--- src/rtl/ifetch_stage.sv ---
// ---------------------------------------------------------------------------
// ifetch_stage
//
// Instruction-fetch stage feeding decode. Holds the PC and the instruction
// register (IR), fetches from a variable-latency instruction memory with a
// req/ack handshake, and offers one instruction at a time to decode with a
// valid/ready handshake. The next PC is either PC+4 or PC+4+PC_Immed, where
// PC_Immed arrives from decode already sign-extended and shifted left by 2.
//
// Ports:
//   Clk          clock, all registers on the rising edge
//   Reset        asynchronous, active-high reset
//   PC_sel       0: next PC = PC+4, 1: next PC = PC+4+PC_Immed
//   PC_Immed     branch offset (two's complement, already word-scaled)
//   PC_LdEn      controller permission to advance the PC
//   Instr_ready  decode accepts the current instruction
//   Imem_rdata   instruction word from memory
//   Imem_ack     memory has valid Imem_rdata this cycle
//   Imem_req     fetch request, high for the whole FETCH state
//   Imem_addr    fetch address, always equal to PC
//   Instr        IR contents
//   PC           address of the instruction in IR or being fetched
//   Instr_valid  IR holds an instruction not yet consumed
//   Fetch_fault  sticky fault flag, cleared only by Reset
//   Fault_cause  0: memory timeout, 1: misaligned branch target
//
// Parameters:
//   RESET_PC     PC value loaded on reset
//   TIMEOUT_CYC  FETCH cycles without ack before faulting (2..255)
// ---------------------------------------------------------------------------
module ifetch_stage #(
  parameter logic [31:0] RESET_PC    = 32'h0000_0000,
  parameter int          TIMEOUT_CYC = 16
) (
  input  logic        Clk,
  input  logic        Reset,
  input  logic        PC_sel,
  input  logic [31:0] PC_Immed,
  input  logic        PC_LdEn,
  input  logic        Instr_ready,
  input  logic [31:0] Imem_rdata,
  input  logic        Imem_ack,
  output logic        Imem_req,
  output logic [31:0] Imem_addr,
  output logic [31:0] Instr,
  output logic [31:0] PC,
  output logic        Instr_valid,
  output logic        Fetch_fault,
  output logic        Fault_cause
);

  typedef enum logic [1:0] {
    IDLE  = 2'd0,
    FETCH = 2'd1,
    HOLD  = 2'd2,
    FAULT = 2'd3
  } state_t;

  // Last counter value that is still allowed to wait for an ack; the
  // counter starts at 0 in the first FETCH cycle, so reaching this value
  // without an ack means TIMEOUT_CYC FETCH cycles have elapsed.
  localparam logic [7:0] TIMEOUT_LAST = 8'(TIMEOUT_CYC - 1);

  state_t      state_q, state_d;
  logic [31:0] pc_q, pc_d;
  logic [31:0] ir_q, ir_d;
  logic [7:0]  cnt_q, cnt_d;
  logic        cause_q, cause_d;
  logic [31:0] target;

  // Next-PC arithmetic, modulo 2^32 (PC 32'hFFFF_FFFC + 4 wraps to 0).
  function automatic logic [31:0] next_pc(input logic [31:0] pc,
                                          input logic        sel,
                                          input logic [31:0] immed);
    logic [31:0] offset;
    offset  = sel ? immed : 32'd0;
    next_pc = pc + 32'd4 + offset;
  endfunction

  // A target is only usable when it is word aligned.
  function automatic logic is_aligned(input logic [31:0] addr);
    is_aligned = (addr[1:0] == 2'b00);
  endfunction

  assign target = next_pc(pc_q, PC_sel, PC_Immed);

  // ---- state and datapath registers ----
  always_ff @(posedge Clk or posedge Reset) begin
    if (Reset) begin
      state_q <= IDLE;
      pc_q    <= RESET_PC;
      ir_q    <= 32'd0;
      cnt_q   <= 8'd0;
      cause_q <= 1'b0;
    end else begin
      state_q <= state_d;
      pc_q    <= pc_d;
      ir_q    <= ir_d;
      cnt_q   <= cnt_d;
      cause_q <= cause_d;
    end
  end

  // ---- next-state and datapath update ----
  always_comb begin
    state_d = state_q;
    pc_d    = pc_q;
    ir_d    = ir_q;
    cnt_d   = cnt_q;
    cause_d = cause_q;

    case (state_q)
      IDLE: begin
        state_d = FETCH;
        cnt_d   = 8'd0;
      end

      FETCH: begin
        if (Imem_ack) begin
          ir_d    = Imem_rdata;
          cnt_d   = 8'd0;
          state_d = HOLD;
        end else if (cnt_q == TIMEOUT_LAST) begin
          cause_d = 1'b0;
          state_d = FAULT;
        end else begin
          cnt_d = cnt_q + 8'd1;
        end
      end

      HOLD: begin
        // Imem_ack is ignored here so a stray ack cannot corrupt IR.
        if (Instr_ready && PC_LdEn) begin
          if (is_aligned(target)) begin
            pc_d    = target;
            cnt_d   = 8'd0;
            state_d = FETCH;
          end else begin
            // PC is deliberately left pointing at the offending branch.
            cause_d = 1'b1;
            state_d = FAULT;
          end
        end
      end

      FAULT: begin
        // Terminal: everything frozen until Reset.
      end

      default: begin
        state_d = IDLE;
      end
    endcase
  end

  // ---- outputs, decoded directly from state ----
  assign Imem_req    = (state_q == FETCH);
  assign Instr_valid = (state_q == HOLD);
  assign Fetch_fault = (state_q == FAULT);
  assign Fault_cause = cause_q;
  assign Imem_addr   = pc_q;
  assign PC          = pc_q;
  assign Instr       = ir_q;

endmodule

--- config.mk ---
export PLATFORM = sky130hd
export DESIGN_NAME = ifetch_stage
export DESIGN_NICKNAME = d
export VERILOG_FILES = /design/src/rtl/ifetch_stage.sv
export SDC_FILE = /design/constraint.sdc
export NUM_CORES = 1
export LEC_CHECK = 0
export CAP_MARGIN = 0
export CORE_UTILIZATION = 49
export CTS_BUF_LIST = sky130_fd_sc_hd__clkbuf_8
export DETAILED_ROUTE_END_ITERATION = 12
export PLACE_DENSITY_LB_ADDON = 0.25
export SYNTH_ARGS = -nofsm -noshare
export SYNTH_HDL_FRONTEND = slang
export SYNTH_SLANG_ARGS = --single-unit
--- constraint.sdc ---
create_clock -name Clk -period 3.7 [get_ports Clk]
set_clock_uncertainty 0.05 [all_clocks]
set_input_delay 0.37 -clock Clk [delete_from_list [all_inputs] [get_ports Clk]]
set_output_delay 0.37 -clock Clk [all_outputs]
set_load 0.005 [all_outputs]
==> key figures, run 1 <==
Yosys
  – Simple-Gate Fraction of Synth Area: 14.3%
  – Synth Area in XOR/XNOR: 5.15%
  – Synth Flop Type: dfrtp_1
  – Post-synth ARST share: 100%
  – Register area share after synthesis: 33.4%
  – Post-synth top area share: 33.4%
  – Yosys cell types: 69
  – Complex-gate fraction of the synthesized area: 18.0%
  – Mux contribution to synthesized area: 7.00%
  – Yosys warns: 0
  – Post-synthesis net count: 727
  – Cell taking the most area after synthesis: dfrtp_1
  – Area contributors post-synth: dfrtp_1, ha_1, mux2_2
  – Largest family of logic cells by synthesized area: compound AO/OA/AOI/OAI gates
  – Mapped Cells: 591
  – Synth Cell Area: 5610 sq um
  – Post-synth EDFFs: 0
  – Adder-cell share of the synthesized area: 14.8%
  – Synthesized flop and latch total: 75
  – Mapped Avg Cell Area: 9.50 sq um

CTS
  – CTS tree: yes
  – Worst skew pair latency: 370 ps
  – Clk buf depth: 2
  – PostCTS Resize Cnt: 0
  – Root buffer cell: clkbuf_8
  – Total setup buffers inserted after CTS: 0
  – Clock Pin Slew Worst Setup and Hold Paths: 90 ps
  – Post-CTS Hold Buffers: 0
  – Num CTS Buffers: 9
  – H-tree depth: 3
  – # clock sinks: 75

Routing
  – Final antenna-violating net count: 0
  – Drt first-iter violations: 230
  – Vias after detailed routing: 4825
  – Met2 wire len: 6.75 mm
  – DR vias/cell: 5.43
  – DRC violations left: 0
  – DR pass1 iterations: 5
  – Routed length on met1: 5.66 mm
  – Met3 Routed Length: 993 um
  – Uppermost layer routed: met4
  – Routed WL: 13.6 mm
  – Wire length per cell: 15.3 um

STA
  – Final Hold Fails: 0
  – RSZ-0062 raised after global routing: no
  – Fin crit period: 3280 ps
  – F_max: 305 MHz
  – Crit share post-route: 88.7%
  – Final TNS setup: 0 ps
  – Max Slew Vio Count: 0
  – Final Setup Violations: 0
  – Worst relative slew slack: 45.1%
  – Slew @ Worst Pin: 823 ps

Setup path
  – R2r endpoint: Imem_addr[31]$_DFFE_PP0P_
  – Critical path capture point type: register
  – Worst Path Arrival: 3480 ps
  – Slowest cell on the critical path: clkdlybuf4s50_1
  – Largest stage delay, worst path: 550 ps
  – Critical-path cell list: clkdlybuf4s50_1, and2_1, ha_1, ha_1, fa_1, a21oi_1, nand4b_1, a21oi_4, a2111o_1, nor3b_1, a2111oi_1, nand2_1
  – CP max FO: 5
  – Most frequent CP cell: ha_1
  – R2R Path Start: Imem_addr[1]$_DFFE_PP0P_
  – Setup CP Type: primary input to register
  – Worst path required time: 3900 ps
  – Worst R2R Path Depth: 10
  – R2r setup slk: 650 ps
  – CP startpoint kind: primary input

Floorplan
  – Initial Util: 51.1%
  – I/O Pins: 170
  – Core Box Area: 11000 sq um
  – Die height: 109 um
  – Die width: 109 um
  – Cell Rows: 38
  – Die area: 11900 sq um

Final layout
  – Finished Layout Cells: 889
  – Register area: 1880 sq um
  – # nets final: 880
  – Layout area overhead: 33.7%
  – ANT cells: 0
  – Multi-input gate area: 3330 sq um
  – Share of cells above drive strength 1: 12.1%
  – Fill cells: 861

Global routing
  – Total grt overflow: 0
  – Total Routing Usage GR: 24.2%
  – Vias in the first global route: 4883
  – First-pass GRT wire length: 22.3 mm
  – Largest net degree at the start of global routing: 39
  – Initial antenna violation count: 0

Power
  – Max rail drop VDD: 0.439 mV
  – Logic gate share of total power: 58.1%
  – Sequential group share of total power: 29.8%
  – Switching share of total power: 36.9%
  – Clock power frac: 12.1%
  – Pwr/cell area: 628 nW/um^2
  – Leak pwr: 3.36 nW
  – Sw power: 1.74 mW
  – Internal: 2.97 mW

Placement
  – GP Congestion: 0.866
  – Placed Cells: 873
  – Port bufs: 169
  – DP HPWL: 10.9 mm

Outcome
  – Outcome: complete, no violations

Worst hold path
  – Worst min path class: primary input to asynchronous set/reset pin

Flow run
  – Max-cap violation count: 0
## logic make-up (layout without fill, tap and decap cells)
logic type | count (synthesis) | after routing
adder cells (fa/ha/maj) | 66 | 66
flip-flops | 75 | 75
multiplexers | 35 | 35
XOR/XNOR | 33 | 33
AND/OR/NAND/NOR | 161 | 161
buffers and inverters | 68 | 226
AO/OA/AOI/OAI | 153 | 153
## how the worst max path moves through the flow
stage / start / slack (ps) / endpoint
3_3_place_gp: PC_sel / 120 / Imem_addr[31]$_DFFE_PP0P_
3_5_place_dp: PC_sel / 30 / Imem_addr[31]$_DFFE_PP0P_
6_report: PC_sel / 420 / Imem_addr[31]$_DFFE_PP0P_
5_1_grt: PC_sel / 200 / Imem_addr[25]$_DFFE_PP0P_
4_1_cts: PC_sel / 420 / Imem_addr[31]$_DFFE_PP0P_
2_1_floorplan: PC_sel / 630 / Imem_addr[31]$_DFFE_PP0P_
## through the flow
| stage | util (%) | setup WS, ps | instance area (sq um) | power [mW] | hold WS, ps |
|---|---|---|---|---|---|
| after CTS | 68.4 | 424 | 7510 | 4.75 | 456 |
| after floorplan | - | 627 | 5610 | 2.94 | 420 |
| final | 68.4 | 417 | 7510 | 4.71 | 427 |
| after global routing | 68.4 | 195 | 7510 | 5.09 | 478 |
| after detailed placement | 66.8 | 31.4 | 7340 | 4.16 | 443 |
| after global placement | 66.8 | 124 | 7340 | 4.07 | 433 |
## sequential cells by signal, summed over array words and instances (netlist names)
| signal | flops |
|---|---|
| state_q | 2 |
| Fault_cause | 1 |
| Instr | 32 |
| Imem_addr | 32 |
| cnt_q | 8 |
## cells in the mapped netlist (all sizes together) (14+ instances only)
| master | number |
|---|---|
| a21oi | 44 |
| and2 | 34 |
| buf | 43 |
| dfrtp | 75 |
| ha | 65 |
| inv | 14 |
| mux2 | 34 |
| nand2 | 64 |
| nor2 | 25 |
| o21ai | 47 |
| xnor2 | 15 |
| xor2 | 18 |
## metal layers
metal  vias to the layer above  track usage [%]
met5                         -                0
met4                         0             8.30
met3                        18             7.77
met2                       151             41.6
met1                      2272             28.4
li1                       2384                -
## layout make-up
type | instances | share of cell area [%]
clock inverter | 7 | 0.600
inverter | 14 | 0.700
timing repair buffer | 196 | 25.4
clock buffer | 9 | 1.65
multi-input combinational | 448 | 44.3
tap | 140 | 2.33
sequential | 75 | 25.0
## critical path: cells and delay by family
kind	cells	cell delay, ps
buffers and inverters	1	550
AOI/OAI and AO/OA	4	1080
and+or+nand+nor	4	600
adders and majority gates	3	870
## power groups by stage
| stage | Clock, mW | Combinational [mW] | Sequential (mW) |
|---|---|---|---|
| finish | 0.571 | 2.73 | 1.41 |
| global route | 0.623 | 3.01 | 1.45 |
| CTS | 0.588 | 2.75 | 1.41 |
| detailed placement | 0 | 2.73 | 1.42 |
| global placement | 0 | 2.67 | 1.40 |
| floorplan | 0 | 1.54 | 1.40 |
## layout by cell type, fill, tap and decap left out, types with 4 or more instances in the layout
| cell | count |
|---|---|
| ha_1 | 65 |
| clkbuf_8 | 9 |
| a21o_1 | 13 |
| inv_1 | 14 |
| clkdlybuf4s50_1 | 169 |
| nor2_1 | 25 |
| dfrtp_1 | 75 |
| nand3_1 | 5 |
| a31oi_1 | 5 |
| mux2_2 | 32 |
| nand2_1 | 64 |
| o211ai_1 | 5 |
| nand4_1 | 7 |
| o21ai_0 | 44 |
| buf_4 | 26 |
| a211o_1 | 4 |
| xor2_1 | 18 |
| xnor2_1 | 15 |
| and2_1 | 33 |
| o21a_1 | 5 |
| a21oi_1 | 40 |
No activity file was read; power rests on OpenSTA's default activity.
==> run 2: changes to the inputs <==
--- a/config.mk
+++ b/config.mk
@@ -6,7 +6,9 @@
 export NUM_CORES = 1
 export LEC_CHECK = 0
 export CAP_MARGIN = 0
-export CORE_UTILIZATION = 49
+export CELL_PAD_IN_SITES_DETAIL_PLACEMENT = 1
+export CELL_PAD_IN_SITES_GLOBAL_PLACEMENT = 2
+export CORE_UTILIZATION = 29
 export CTS_BUF_LIST = sky130_fd_sc_hd__clkbuf_8
 export DETAILED_ROUTE_END_ITERATION = 12
 export PLACE_DENSITY_LB_ADDON = 0.25
==> key figures, run 2 (synthesis results as in run 1) <==
Outcome
  – Outcome: complete, no violations

Setup path
  – Worst R2R Path Depth: 10 (unchanged)
  – Crit path from: PC_sel
  – Most frequent CP cell: nand2_1
  – Worst path required time: 3910 ps (about the same)
  – Crit path depth: 13 (+1)
  – Worst Path Arrival: 3550 ps (+70 ps)
  – Slowest cell on the critical path: clkdlybuf4s50_1
  – Critical path capture point type: register
  – Setup CP Type: primary input to register
  – WP buf/inv: 3 (+2)
  – Critical path's top delay family: compound AO/OA/AOI/OAI gates
  – Largest stage delay, worst path: 560 ps (about the same)
  – CP endpoint: Imem_addr[31]$_DFFE_PP0P_
  – Critical-path cell list: clkdlybuf4s50_1, buf_12, nand2_1, ha_1, inv_1, fa_1, a21oi_1, nand4b_1, a21oi_4, a2111o_1, nor3b_1, a2111oi_1, nand2_1
  – R2R Path Start: Imem_addr[1]$_DFFE_PP0P_
  – CP startpoint kind: primary input
  – CP max FO: 30 (+25)
  – R2r endpoint: Imem_addr[31]$_DFFE_PP0P_
  – R2r setup slk: 590 ps (-60 ps)

STA
  – Slew @ Worst Pin: 739 ps (-84.0 ps)
  – Fin crit period: 3340 ps (+59.1 ps)
  – F_max: 299 MHz (-1.8%)
  – Max Slew Vio Count: 0 (unchanged)
  – RSZ-0062 raised after global routing: no
  – Final worst setup slack: 358 ps (-59.1 ps)
  – Crit share post-route: 90.3% (+1.6 points)
  – Final Setup Violations: 0 (unchanged)
  – Final Hold Fails: 0 (unchanged)
  – Worst relative slew slack: 50.7% (+5.6 points)

Final layout
  – Fin area: 7790 sq um (+3.8%)
  – Most common cell after layout, fill and taps aside: clkdlybuf4s50_1
  – Commonest cells after routing, fill and taps aside: clkdlybuf4s50_1, dfrtp_1, ha_1
  – Layout area overhead: 38.9%
  – # nets final: 892 (+1.4%)
  – ANT cells: 0 (unchanged)
  – Finished Layout Cells: 1021 (+15%)
  – Share of cells above drive strength 1: 13.7% (+1.5 points)

Power
  – Sw power: 1.88 mW (+8.0%)
  – Switching share of total power: 37.6% (+0.75 points)
  – Internal: 3.11 mW (+4.5%)
  – Clock power frac: 14.6% (+2.5 points)
  – Sequential group share of total power: 28.4% (-1.4 points)
  – Pwr/cell area: 639 nW/um^2 (+1.9%)
  – Logic gate share of total power: 57.0% (-1.1 points)
  – Leak pwr: 3.43 nW (+2.2%)
  – Max rail drop VDD: 0.275 mV (-37%)

Routing
  – Drt first-iter violations: 130 (-43%)
  – Final antenna-violating net count: 0 (unchanged)
  – Wire length per cell: 16.4 um (+7.4%)
  – Vias after detailed routing: 4981 (+3.2%)
  – DR vias/cell: 4.88 (-10%)
  – DR pass1 iterations: 4 (-1)
  – DRC violations left: 0 (unchanged)
  – Routed WL: 16.8 mm (+23%)

Global routing
  – Total grt overflow: 0 (unchanged)
  – Largest net degree at the start of global routing: 36 (-7.7%)
  – Initial antenna violation count: 0 (unchanged)
  – First-pass GRT wire length: 27.3 mm (+22%)
  – Total Routing Usage GR: 17.3% (-6.9 points)
  – Vias in the first global route: 5275 (+8.0%)

CTS
  – Clock Pin Slew Worst Setup and Hold Paths: 100 ps (about the same)
  – Total setup buffers inserted after CTS: 0 (unchanged)
  – # clock sinks: 75 (unchanged)
  – Worst skew pair latency: 370 ps (about the same)
  – Root buffer cell: clkbuf_8
  – PostCTS Resize Cnt: 0 (unchanged)
  – CTS tree: yes
  – Post-CTS Hold Buffers: 0 (unchanged)
  – Clk buf depth: 2 (unchanged)
  – H-tree depth: 3 (unchanged)
  – Num CTS Buffers: 9 (unchanged)

Placement
  – Placed Cells: 1005 (+15%)
  – Port bufs: 169 (unchanged)
  – Pre-CTS setup slack: -42.7 ps (-74.1 ps)
  – DP HPWL: 13.4 mm (+22%)
  – GP Congestion: 0.826 (-4.6%)
  – Post-Place Cell Area: 7580 sq um (+3.3%)

Floorplan
  – Die width: 141 um (+29%)
  – Initial Util: 29.8% (-21 points)
  – Die area: 19900 sq um (+68%)
  – Die height: 141 um (+29%)
  – Cell Rows: 50 (+32%)
  – I/O Pins: 170 (unchanged)
  – Core Box Area: 18800 sq um (+71%)

Worst hold path
  – Worst min path class: primary input to asynchronous set/reset pin

Flow run
  – Max-cap violation count: 0 (unchanged)
-- run 2: changes by cell type in the layout (fill, tap and decap cells not counted) --
cell / change
inv_8: +1
clkinv_2: -3
clkinv_4: -1
bufinv_16: +1
buf_4: +12
inv_6: +2
clkinv_8: +1
inv_1: -1
-- run 2: power groups by stage --
stage | Sequential (mW) | Combinational [mW] | Clock [mW]
global placement | 1.41 | 2.80 | 0
CTS | 1.43 | 2.89 | 0.758
global route | 1.48 | 3.13 | 0.785
finish | 1.42 | 2.84 | 0.729
floorplan | 1.40 | 1.54 | 0
detailed placement | 1.44 | 2.86 | 0
-- run 2: cell type report --
cell class	instances	area [sq um]
sequential	75	1880
fill	2127	11000
tap	260	325
timing repair buffer	208	2000
multi-input combinational	448	3330
inverter	14	52.6
clock inverter	7	92.6
clock buffer	9	124
-- run 2: layer usage --
metal / global-route usage (%) / share of wire (%) / up-vias
met5: 0 / 0 / -
met4: 3.95 / 1.1 / 0
met3: 5.47 / 7.0 / 14
met2: 30.8 / 50 / 120
met1: 20.2 / 42 / 2444
li1: - / - / 2403
-- run 2: worst min-delay path by stage --
stage / startpoint / end
after floorplan: cnt_q[0]$_DFFE_PP0P_ / cnt_q[0]$_DFFE_PP0P_
after global placement: cnt_q[0]$_DFFE_PP0P_ / cnt_q[0]$_DFFE_PP0P_
after detailed placement: Instr[27]$_DFFE_PP0P_ / Instr[27]$_DFFE_PP0P_
after CTS: Reset / Instr[24]$_DFFE_PP0P_
after global routing: Reset / Instr[28]$_DFFE_PP0P_
final: Reset / Instr[24]$_DFFE_PP0P_
-- run 2: stage by stage --
step / TNS, ps / utilization, % / hold WS, ps / power, mW
floorplan: 0 / - / 420 / 2.94
global placement: 0 / 40.2 / 435 / 4.21
detailed placement: -85.8 / 40.2 / 443 / 4.31
CTS: 0 / 41.4 / 394 / 5.07
global route: 0 / 41.4 / 422 / 5.39
finish: 0 / 41.4 / 385 / 4.98
